[src/rtl/mem_arbiter_if.sv]
// mem_arbiter_if
// Bundles the arbiter's requester-facing and memory-facing signals.
// Ports (all signals are interface members):
//   fetch      : if_req, if_addr -> if_gnt, if_valid, if_rdata, stall_if
//   load/store : ls_req, ls_we, ls_addr, ls_wdata -> ls_gnt, ls_valid,
//                ls_rdata, stall_ls
//   memory     : mem_we, mem_addr, mem_wdata -> mem_rdata
// Modports:
//   slave  - the arbiter side (consumes requests, drives grants and the memory bus)
//   master - the environment side (requesters plus memory)
interface mem_arbiter_if #(
  parameter int ADDR_W = 32,
  parameter int DATA_W = 32
);
  logic              if_req;
  logic [ADDR_W-1:0] if_addr;
  logic              if_gnt;
  logic              if_valid;
  logic [DATA_W-1:0] if_rdata;
  logic              stall_if;

  logic              ls_req;
  logic              ls_we;
  logic [ADDR_W-1:0] ls_addr;
  logic [DATA_W-1:0] ls_wdata;
  logic              ls_gnt;
  logic              ls_valid;
  logic [DATA_W-1:0] ls_rdata;
  logic              stall_ls;

  logic              mem_we;
  logic [ADDR_W-1:0] mem_addr;
  logic [DATA_W-1:0] mem_wdata;
  logic [DATA_W-1:0] mem_rdata;

  modport slave (
    input  if_req, if_addr, ls_req, ls_we, ls_addr, ls_wdata, mem_rdata,
    output if_gnt, if_valid, if_rdata, stall_if,
    output ls_gnt, ls_valid, ls_rdata, stall_ls,
    output mem_we, mem_addr, mem_wdata
  );

  modport master (
    output if_req, if_addr, ls_req, ls_we, ls_addr, ls_wdata, mem_rdata,
    input  if_gnt, if_valid, if_rdata, stall_if,
    input  ls_gnt, ls_valid, ls_rdata, stall_ls,
    input  mem_we, mem_addr, mem_wdata
  );
endinterface

[src/rtl/mem_arbiter.sv]
// mem_arbiter
// Shares one single-port synchronous-read data memory between the
// instruction-fetch requester and the load/store requester. Load/store wins
// contention unless fetch has been denied STARVE_MAX consecutive cycles.
// Read data is returned one cycle after the grant with a one-cycle valid.
// Ports:
//   ref_clk  - clock, rising edge
//   rst_n    - asynchronous active-low reset
//   bus      - mem_arbiter_if.slave: requests, grants, stalls, read
//              responses and the memory address/data/write-enable bus
module mem_arbiter #(
  parameter int ADDR_W     = 32,
  parameter int DATA_W     = 32,
  parameter int STARVE_MAX = 4
) (
  input logic          ref_clk,
  input logic          rst_n,
  mem_arbiter_if.slave bus
);

  localparam int CntW = $clog2(STARVE_MAX + 1);
  localparam logic [CntW-1:0] StarveLim = CntW'(STARVE_MAX);

  logic [CntW-1:0]   starveCntQ, starveCntD;
  logic              rdIfQ, rdIfD;
  logic              rdLsQ, rdLsD;
  logic [DATA_W-1:0] ifRdataQ, ifRdataD;
  logic [DATA_W-1:0] lsRdataQ, lsRdataD;
  logic              ifGnt, lsGnt;

  // Grant selection; everything is held off while reset is asserted.
  always_comb begin
    ifGnt = 1'b0;
    lsGnt = 1'b0;
    if (rst_n) begin
      if (bus.if_req && (!bus.ls_req || starveCntQ == StarveLim)) begin
        ifGnt = 1'b1;
      end else if (bus.ls_req) begin
        lsGnt = 1'b1;
      end
    end
  end

  // Memory bus mux: idle cycles present an all-zero bus.
  always_comb begin
    bus.mem_we    = 1'b0;
    bus.mem_addr  = '0;
    bus.mem_wdata = '0;
    if (lsGnt) begin
      bus.mem_we    = bus.ls_we;
      bus.mem_addr  = bus.ls_addr;
      bus.mem_wdata = bus.ls_wdata;
    end else if (ifGnt) begin
      bus.mem_addr  = bus.if_addr;
    end
  end

  // Next-state: starvation counter, read-owner flags, captured read data.
  always_comb begin
    starveCntD = '0;
    if (bus.if_req && !ifGnt) begin
      starveCntD = (starveCntQ == StarveLim) ? starveCntQ : starveCntQ + CntW'(1);
    end
    rdIfD    = ifGnt;
    rdLsD    = lsGnt && !bus.ls_we;
    ifRdataD = rdIfQ ? bus.mem_rdata : ifRdataQ;
    lsRdataD = rdLsQ ? bus.mem_rdata : lsRdataQ;
  end

  always_ff @(posedge ref_clk or negedge rst_n) begin
    if (!rst_n) begin
      starveCntQ <= '0;
      rdIfQ      <= 1'b0;
      rdLsQ      <= 1'b0;
      ifRdataQ   <= '0;
      lsRdataQ   <= '0;
    end else begin
      starveCntQ <= starveCntD;
      rdIfQ      <= rdIfD;
      rdLsQ      <= rdLsD;
      ifRdataQ   <= ifRdataD;
      lsRdataQ   <= lsRdataD;
    end
  end

  assign bus.if_gnt   = ifGnt;
  assign bus.ls_gnt   = lsGnt;
  assign bus.stall_if = rst_n && bus.if_req && !ifGnt;
  assign bus.stall_ls = rst_n && bus.ls_req && !lsGnt;
  assign bus.if_valid = rdIfQ;
  assign bus.ls_valid = rdLsQ;
  // In the valid cycle the word comes straight from memory; the register
  // captures it at the end of that cycle and holds it afterwards.
  assign bus.if_rdata = ifRdataD;
  assign bus.ls_rdata = lsRdataD;

endmodule

[src/flat_wrapper.sv]
// flat-port wrapper written by rule: the top's interface ports become plain ports
module mem_arbiter_flat 
#(
  parameter int ADDR_W     = 32,
  parameter int DATA_W     = 32,
  parameter int STARVE_MAX = 4
)
  (ref_clk, rst_n, bus_if_req, bus_if_addr, bus_ls_req, bus_ls_we, bus_ls_addr, bus_ls_wdata, bus_mem_rdata, bus_if_gnt, bus_if_valid, bus_if_rdata, bus_stall_if, bus_ls_gnt, bus_ls_valid, bus_ls_rdata, bus_stall_ls, bus_mem_we, bus_mem_addr, bus_mem_wdata);
  mem_arbiter_if #(.ADDR_W(ADDR_W), .DATA_W(DATA_W)) bus_i ();
  input logic ref_clk;
  input logic rst_n;
  input wire logic [$bits(bus_i.if_req)-1:0] bus_if_req;
  input wire logic [$bits(bus_i.if_addr)-1:0] bus_if_addr;
  input wire logic [$bits(bus_i.ls_req)-1:0] bus_ls_req;
  input wire logic [$bits(bus_i.ls_we)-1:0] bus_ls_we;
  input wire logic [$bits(bus_i.ls_addr)-1:0] bus_ls_addr;
  input wire logic [$bits(bus_i.ls_wdata)-1:0] bus_ls_wdata;
  input wire logic [$bits(bus_i.mem_rdata)-1:0] bus_mem_rdata;
  output wire logic [$bits(bus_i.if_gnt)-1:0] bus_if_gnt;
  output wire logic [$bits(bus_i.if_valid)-1:0] bus_if_valid;
  output wire logic [$bits(bus_i.if_rdata)-1:0] bus_if_rdata;
  output wire logic [$bits(bus_i.stall_if)-1:0] bus_stall_if;
  output wire logic [$bits(bus_i.ls_gnt)-1:0] bus_ls_gnt;
  output wire logic [$bits(bus_i.ls_valid)-1:0] bus_ls_valid;
  output wire logic [$bits(bus_i.ls_rdata)-1:0] bus_ls_rdata;
  output wire logic [$bits(bus_i.stall_ls)-1:0] bus_stall_ls;
  output wire logic [$bits(bus_i.mem_we)-1:0] bus_mem_we;
  output wire logic [$bits(bus_i.mem_addr)-1:0] bus_mem_addr;
  output wire logic [$bits(bus_i.mem_wdata)-1:0] bus_mem_wdata;
  assign bus_i.if_req = bus_if_req;
  assign bus_i.if_addr = bus_if_addr;
  assign bus_i.ls_req = bus_ls_req;
  assign bus_i.ls_we = bus_ls_we;
  assign bus_i.ls_addr = bus_ls_addr;
  assign bus_i.ls_wdata = bus_ls_wdata;
  assign bus_i.mem_rdata = bus_mem_rdata;
  assign bus_if_gnt = bus_i.if_gnt;
  assign bus_if_valid = bus_i.if_valid;
  assign bus_if_rdata = bus_i.if_rdata;
  assign bus_stall_if = bus_i.stall_if;
  assign bus_ls_gnt = bus_i.ls_gnt;
  assign bus_ls_valid = bus_i.ls_valid;
  assign bus_ls_rdata = bus_i.ls_rdata;
  assign bus_stall_ls = bus_i.stall_ls;
  assign bus_mem_we = bus_i.mem_we;
  assign bus_mem_addr = bus_i.mem_addr;
  assign bus_mem_wdata = bus_i.mem_wdata;
  mem_arbiter #(.ADDR_W(ADDR_W), .DATA_W(DATA_W), .STARVE_MAX(STARVE_MAX)) u_core (.ref_clk(ref_clk), .rst_n(rst_n), .bus(bus_i));
endmodule
[config.mk]
export PLATFORM = sky130hd
export DESIGN_NAME = mem_arbiter_flat
export DESIGN_NICKNAME = d
export VERILOG_FILES = /design/src/rtl/mem_arbiter_if.sv /design/src/rtl/mem_arbiter.sv /design/src/flat_wrapper.sv
export SDC_FILE = /design/constraint.sdc
export NUM_CORES = 1
export LEC_CHECK = 0
export CORE_AREA = 2 2 105 107
export CTS_CLUSTER_DIAMETER = 60
export DETAILED_ROUTE_END_ITERATION = 8
export DIE_AREA = 0 0 107 109
export GPL_ROUTABILITY_DRIVEN = 0
export PLACE_DENSITY = 0.77
export SLEW_MARGIN = 20
export SYNTH_ARGS = -nofsm -noshare
export SYNTH_HDL_FRONTEND = slang
export SYNTH_SLANG_ARGS = --single-unit
[constraint.sdc]
create_clock -name ref_clk -period 2.2 [get_ports ref_clk]
set_input_delay 0.33 -clock ref_clk [delete_from_list [all_inputs] [get_ports ref_clk]]
set_output_delay 0.33 -clock ref_clk [all_outputs]
set_load 0.005 [all_outputs]
# Word-level counts from Yosys, hierarchy flattened
# Cells that the tools add are included.
# totals
out_inout_bits,135
reg_bits,69
word_cells,33
in_bits,133
# classes
n_reduce_logical,12
addsub,1
n_eq_ne,2
muxes,13
# op_table
operator,n
two-way mux 32 bit,5
logical AND 1 bit,7
two-way mux 1 bit,6
two-way mux 3 bit,2
logical NOT 1 bit,4
"adder 3 x 1 -> 3 bit, second input constant",1
"equality test 3 bit, second input constant",1
"!= test 2 bit, second input constant",1
logical OR 1 bit,1

# Depth between registers and ports, before layout
# Gate-level depths: netlist of the first run.
# depth
depth_word,8
ltp_mapped,7

# Worst setup path before layout of the first run
# Ideal clock, no wire load.
# synth_timing
kind,register to output
startpoint,reg u_core.starveCntQ[0]
endpoint,out bus_mem_addr[10]
arrival_ns,1.459
required_time_ns,1.870
path_stages_with_launch,8
path_slack_ns,0.411
cell_sequence,dfrtp_1 -> inv_1 -> ha_1 -> nand2_2 -> o211a_4 -> buf_6 -> buf_6 -> a22o_1
# synth_via
elab_chain_len,7
# synth_rtl
item,line,source
"start, declared",mem_arbiter.sv:24,"logic [CntW-1:0] starveCntQ, starveCntD;"
"start signal, assigned",mem_arbiter.sv:78,starveCntQ <= starveCntD;
equality test 3 bit (*),mem_arbiter.sv:36,if (bus.if_req && (!bus.ls_req || starveCntQ == StarveLim)) begin
logical OR 1 bit (*),mem_arbiter.sv:36,
logical AND 1 bit (*),mem_arbiter.sv:36,
two-way mux 1 bit,mem_arbiter.sv:36,
two-way mux 1 bit,mem_arbiter.sv:35,if (rst_n) begin
two-way mux 32 bit,mem_arbiter.sv:53,end else if (ifGnt) begin
two-way mux 32 bit (*),mem_arbiter.sv:49,if (lsGnt) begin
"end, declared",flat_wrapper.sv:28,output wire logic [$bits(bus_i.mem_addr)-1:0] bus_mem_addr;
# Mark *: on every way between the ends. The rest lies on a longest branch, timed or not.

# Worst setup path after layout of the first run
# layout_timing
startpoint,reg u_core.starveCntQ[1]
endpoint,out bus_mem_wdata[10]
# layout_via
elab_chain_len,6
# layout_rtl
item,line,source
equality test 3 bit,mem_arbiter.sv:36,
logical OR 1 bit,mem_arbiter.sv:36,
logical AND 1 bit,mem_arbiter.sv:36,
two-way mux 1 bit,mem_arbiter.sv:36,
two-way mux 1 bit,mem_arbiter.sv:35,
two-way mux 32 bit,mem_arbiter.sv:49,
"end, declared",flat_wrapper.sv:29,output wire logic [$bits(bus_i.mem_wdata)-1:0] bus_mem_wdata;
# Every way passes these cells.

==> impl_metrics.yaml, run 1 <==
run_status:
  status: "finished, violations left"
  violations: "setup timing"
synthesis:
  synth_top_area_share_pct: 53.6
  synth_seq_cells: 69
  ys_seq_area_share_pct: 53.6
  synth_cell_types: 26
  syn_inst: 242
  syn_nets: 377
  yosysWarnings: 0
  synth_top_area_cell: "dfrtp_1"
  async_reset_ff_share_pct: 100
  synth_area_mm2: 0.00322
  ys_top_cells_by_count: "dfrtp_1 (69), mux2_2 (60), and2_1 (33)"
  synth_edf_count: 0
  synth_most_common_cell: "dfrtp_1"
  syn_avg_cell_area_um2: 13.3
  yosys-top-cells-area: "dfrtp_1 (54%), mux2_2 (21%), a22o_1 (8.7%), and2_1 (6.4%), buf_6 (1.4%)"
  ys.flop_type: "dfrtp_1"
place:
  hpwl_mm: 9.84
  portBuffers: 267
  dp.cells: 651
clocking:
  cts_max_path_buffers: 2
  cts_root_buf: "clkbuf_8"
  cts.htree.levels: 3
  cts_buffers: 9
  cts_tree: "yes"
  cts.clk_slew.worst_paths_ps: 70
  cts_sinks: 69
  clock_latency_ps: 330
sta:
  finalSetupViolCount: 21
  hold_viol: 0
  max_freq_mhz: 438
  worstMarginPinSlew_ps: 831
  relSlewSlack_pct: 44.6
  timing.final.ws_setup_ps: -81.5
  finClkSkew_ps: 5.03
  post-route-period-util_pct: 104
  drv_slew: 0
  period_minus_slack_ps: 2280
  rsz0062_at_grt: "yes"
  fin_hold_ws_ps: 493
detailed_routing:
  vias: 3215
  vias_per_cell: 4.67
  wirelength_mm: 12.8
  drc: 0
  wl_per_cell_um: 18.6
  ant_nets: 0
  firstDrtPassIters: 4
  drt_iter0_drc: 69
global_routing:
  grt_pass1_vias: 3447
  track_usage_pct: 21.2
  grt_pass1_wl_mm: 18.6
  grt_antenna_before_repair: 0
  grt_overflow: 0
  grt_max_degree: 68
flow_run:
  drv_cap: 0
setup_path:
  max_stage_delay_ps: 400
  cp.arrival_ps: 1950
  crit_slowest_cell: "dfrtp_1"
  cpMostUsedCell: "buf_6"
  cp.required_ps: 1870
  cp-start-kind: "register"
  path_class: "register to primary output"
  crit_buf_inv: 5
  worstPathMaxFanout: 5
  path_cells: "inv_2, ha_4, nand2_4, o211a_4, buf_6, buf_4, buf_6, and2_4, buf_6"
  cp-end-kind: "primary output"
  crit_family: "buffers and inverters"
die:
  ios: 268
  die_area_mm2: 0.0117
  dieHeight_um: 109
  initial_core_util_pct: 30.4
  core_area_mm2: 0.0106
  die_w_um: 107
  placementRows: 38
power_and_ir_drop:
  combPwrFrac_pct: 35.4
  clkPwrFrac_pct: 25.3
  switching_share_pct: 24.2
  p_int_uw: 3020
  irDropWorstVdd_mv: 0.326
  seq_power_share_pct: 39.3
  power.leakage_uw: 0.00301
  switching_power_uw: 964
  p_per_area_mw_per_mm2: 615
  finalPower_uw: 3980
final_layout:
  diodes: 0
  drive_above_1_share_pct: 33.5
  nets: 680
  area_growth_pct: 101
  fin_cells: 689
min_path:
  min-delay-path-class: "register to register"
[power groups by stage]
stage	Clock, uW	Sequential, uW	Combinational [uW]
after floorplan	0	1560	442
after global placement	0	1570	1390
after detailed placement	0	1590	1420
after CTS	1040	1570	1430
after global routing	1110	1590	1510
final	1010	1560	1410
[layout make-up]
class,count,area (um^2)
timing repair buffer,309,2960
multi-input combinational,152,1410
inverter,4,15.0
clock buffer,14,163
fill,850,4120
tap,140,175
sequential,69,1730
clock inverter,1,30.0
[cells by family after synthesis]
logic type / Yosys count / share of synthesized area [%]
simple gates: 47 / 8.74
fa+ha+maj: 2 / 0.776
compound gates: 38 / 10.5
flops: 69 / 53.6
buf+inv: 22 / 4.08
mux: 64 / 22.4
[final timing paths]
path | from | endpoint | slack, ps | cells past startpoint
max | u_core.starveCntQ[1]$_DFFE_PN0P_ | bus_mem_wdata[10] | -80 | 9
min | u_core.ifRdataQ[1]$_DFF_PN0_ | u_core.ifRdataQ[1]$_DFF_PN0_ | 490 | 1
max in group asynchronous | rst_n | u_core.bus.if_valid$_DFF_PN0_ | 590 | 4
min in group asynchronous | rst_n | u_core.starveCntQ[0]$_DFFE_PN0P_ | 570 | 3
min reg2reg | u_core.ifRdataQ[1]$_DFF_PN0_ | u_core.ifRdataQ[1]$_DFF_PN0_ | 490 | 1
max reg2reg | u_core.starveCntQ[1]$_DFFE_PN0P_ | u_core.starveCntQ[1]$_DFFE_PN0P_ | 770 | 6
[flip-flops by register name, summed over array words and instances, names as in the netlist]
name	count
u_core.bus.if_valid	1
u_core.ifRdataQ	32
u_core.lsRdataQ	32
u_core.bus.ls_valid	1
u_core.starveCntQ	3
[metrics by stage]
stage	setup TNS (ps)	instance area, um^2	worst slack (ps)	util [%]
after floorplan	0	3220	411	-
after global placement	-8920	6140	-208	57.9
after detailed placement	-10840	6140	-230	57.9
after CTS	-1980	6370	-150	60.1
after global routing	-4300	6480	-172	61.1
final	-773	6480	-81.5	61.1
[layout by cell type (no fill, tap or decap), types with 3 or more instances in the layout]
master           Yosys  layout
buf_4                3      24
and2_4               0       4
clkbuf_1             5       3
and2_1              33      29
clkbuf_16            0       3
mux2_1               4       4
mux2_2              60      60
a22o_1              32      32
clkbuf_8             0      11
clkdlybuf4s15_1      0       8
dlymetal6s2s_1       0      16
buf_6                4      11
clkdlybuf4s50_1      0     182
buf_16               0       3
dfrtp_1             69      68
clkbuf_2             0      17
buf_2                6      36
buf_12               0       3
[routing by layer]
metal / up-vias / GRT usage, % / routed length, um
met1: 1561 / 21.9 / 4530
met3: 26 / 5.56 / 798
met4: 0 / 9.55 / 423
met2: 150 / 40.1 / 7090
met5: - / 0 / 0
li1: 1478 / - / -
[what timing repair did]
| action | CTS | global route |
|---|---|---|
| resized for setup | 241 | 38 |
| hold endpoints to repair | 2 | 0 |
| hold buffers | 1 | 0 |
| setup buffers | 7 | 7 |
| endpoints found under the setup margin | 70 | 83 |
| gates cloned | 4 | 4 |
| pin swaps | 6 | 3 |
No activity file was read; power rests on OpenSTA's default activity.
==> run 2: changes to the inputs <==
--- a/config.mk
+++ b/config.mk
@@ -5,12 +5,13 @@
 export SDC_FILE = /design/constraint.sdc
 export NUM_CORES = 1
 export LEC_CHECK = 0
-export CORE_AREA = 2 2 105 107
+export CAP_MARGIN = 20
+export CORE_ASPECT_RATIO = 0.9
+export CORE_UTILIZATION = 27
 export CTS_CLUSTER_DIAMETER = 60
 export DETAILED_ROUTE_END_ITERATION = 8
-export DIE_AREA = 0 0 107 109
 export GPL_ROUTABILITY_DRIVEN = 0
-export PLACE_DENSITY = 0.77
+export PLACE_DENSITY = 0.69
 export SLEW_MARGIN = 20
 export SYNTH_ARGS = -nofsm -noshare
 export SYNTH_HDL_FRONTEND = slang
==> impl_metrics.yaml, run 2 (synthesis gave the netlist of run 1 again) <==
run_status:
  status: "finished, violations left"
  violations: "setup timing"
detailed_routing:
  ant_nets: 0
  drc: 0
  firstDrtPassIters: 5
  wl_per_cell_um: 18.7
  drt_iter0_drc: 113
  vias: 3305
  vias_per_cell: 4.63
  wirelength_mm: 13.4
sta:
  fin_hold_ws_ps: 441
  hold_viol: 0
  relSlewSlack_pct: 42.2
  worstMarginPinSlew_ps: 867
  period_minus_slack_ps: 2270
  finalSetupViolCount: 18
  max_freq_mhz: 440
  rsz0062_at_grt: "yes"
  drv_slew: 0
  post-route-period-util_pct: 103
  finClkSkew_ps: 3.45
  timing.final.ws_setup_ps: -72.7
power_and_ir_drop:
  irDropWorstVdd_mv: 0.339
  power.leakage_uw: 0.00296
  finalPower_uw: 4530
  p_per_area_mw_per_mm2: 674
global_routing:
  grt_overflow: 0
  grt_pass1_wl_mm: 19.9
  grt_max_degree: 74
  grt_antenna_before_repair: 1
  grt_pass1_vias: 3715
  track_usage_pct: 21.6
setup_path:
  path_class: "register to primary output"
  cp.arrival_ps: 1940
  cp-start-kind: "register"
  cp-end-kind: "primary output"
  reg2reg_slack_ps: 650
  cp.required_ps: 1870
  regToRegEndpoint: "u_core.starveCntQ[2]$_DFFE_PN0P_"
  r2r-start: "u_core.starveCntQ[0]$_DFFE_PN0P_"
  r2r_cells: 6
  worstPathMaxFanout: 7
place:
  hpwl_mm: 8.65
  portBuffers: 267
final_layout:
  final_cell_mix: "clkdlybuf4s50_1 (195), dfrtp_1 (68), mux2_2 (60), a22o_1 (32), buf_2 (31)"
  nets: 688
  diodes: 0
  largestRegisters: "u_core.ifRdataQ x32, u_core.lsRdataQ x32, u_core.starveCntQ x3"
  area_growth_pct: 109
  final_common_cell: "clkdlybuf4s50_1"
  drive_above_1_share_pct: 35.7
clocking:
  clock_latency_ps: 320
  cts.htree.levels: 3
  cts_max_path_buffers: 2
  cts_sinks: 69
  cts_buffers: 9
  cts.clk_slew.worst_paths_ps: 50
  cts_root_buf: "clkbuf_16"
  cts_tree: "yes"
die:
  dieHeight_um: 106
  initial_core_util_pct: 28.0
  core_area_mm2: 0.0115
  die_w_um: 117
  placementRows: 37
  ios: 268
  die_area_mm2: 0.0124
flow_run:
  drv_cap: 0
min_path:
  min-delay-path-class: "input pin to asynchronous set/reset pin"
## run 2: cell count changes in the layout (fill, tap and decap cells not counted), moves of 3 or more
cell	change
o211a_4	+7
buf_12	+4
clkbuf_16	+6
clkbuf_8	-11
and2_4	+5
buf_6	+7
dlymetal6s2s_1	-15
dlygate4sd2_1	+4
buf_2	-5
clkdlybuf4s50_1	+13
clkbuf_2	+3
and2_1	-5
buf_4	-5
## run 2: metrics by stage
step	area, um^2	util, %	setup WS [ps]	std cells	TNS (ps)
4_1_cts	6760	58.6	-119	711	-1700
3_5_place_dp	6110	53.0	-331	662	-19550
2_1_floorplan	3220	-	411	242	0
3_3_place_gp	6110	53.0	-328	662	-19000
5_1_grt	6720	58.3	-130	714	-2660
6_report	6720	58.3	-72.7	714	-665
## run 2: layer usage
layer	vias to the layer above	share of wire, %	track usage (%)
li1	1515	-	-
met2	160	51	37.3
met3	28	7.6	5.81
met1	1602	39	25.5
met5	-	0	0
met4	0	2.1	7.41
## run 2: where the power goes
part           switching [uW]  leakage [uW]  internal [uW]
Clock                     527      0.000156            992
Sequential               62.2      0.000822           1500
Combinational             488       0.00198            959
Total                    1080       0.00296           3450
## run 2: worst max-delay path, cell delays in order, from the launching register on
cell,delay [ps]
dfrtp_1,400
inv_2,90
ha_4,150
nand2_4,80
buf_4,170
o211a_4,280
a22o_1,200
dlygate4sd2_1,270
## run 2: area by class of cell
class,instances,area (um^2)
Multi-Input combinational cell,159,1550
Fill cell,942,4800
Tap cell,156,195
Clock inverter,6,87.6
Inverter,4,18.8
Sequential cell,69,1730
Clock buffer,10,229
Timing Repair Buffer,310,2910
## run 2: worst max-delay path by stage
stage / depth (start not counted) / from / to
finish: 7 / u_core.starveCntQ[1]$_DFFE_PN0P_ / bus_mem_addr[28]
global route: 10 / u_core.starveCntQ[1]$_DFFE_PN0P_ / bus_mem_addr[31]
CTS: 11 / u_core.starveCntQ[0]$_DFFE_PN0P_ / bus_mem_addr[31]
detailed placement: 4 / bus_ls_req / bus_mem_addr[0]
global placement: 5 / bus_if_req / bus_mem_addr[6]
floorplan: 7 / u_core.starveCntQ[0]$_DFFE_PN0P_ / bus_mem_addr[10]
## run 2: timing repair
item / CTS / global route
gates resized for setup: 221 / 55
endpoints found under the hold margin: 2 / 0
setup endpoints to repair: 78 / 79
pin swaps: 21 / 24
buffers inserted: 23 / 6
hold buffers: 1 / 0
cloned: 10 / 1
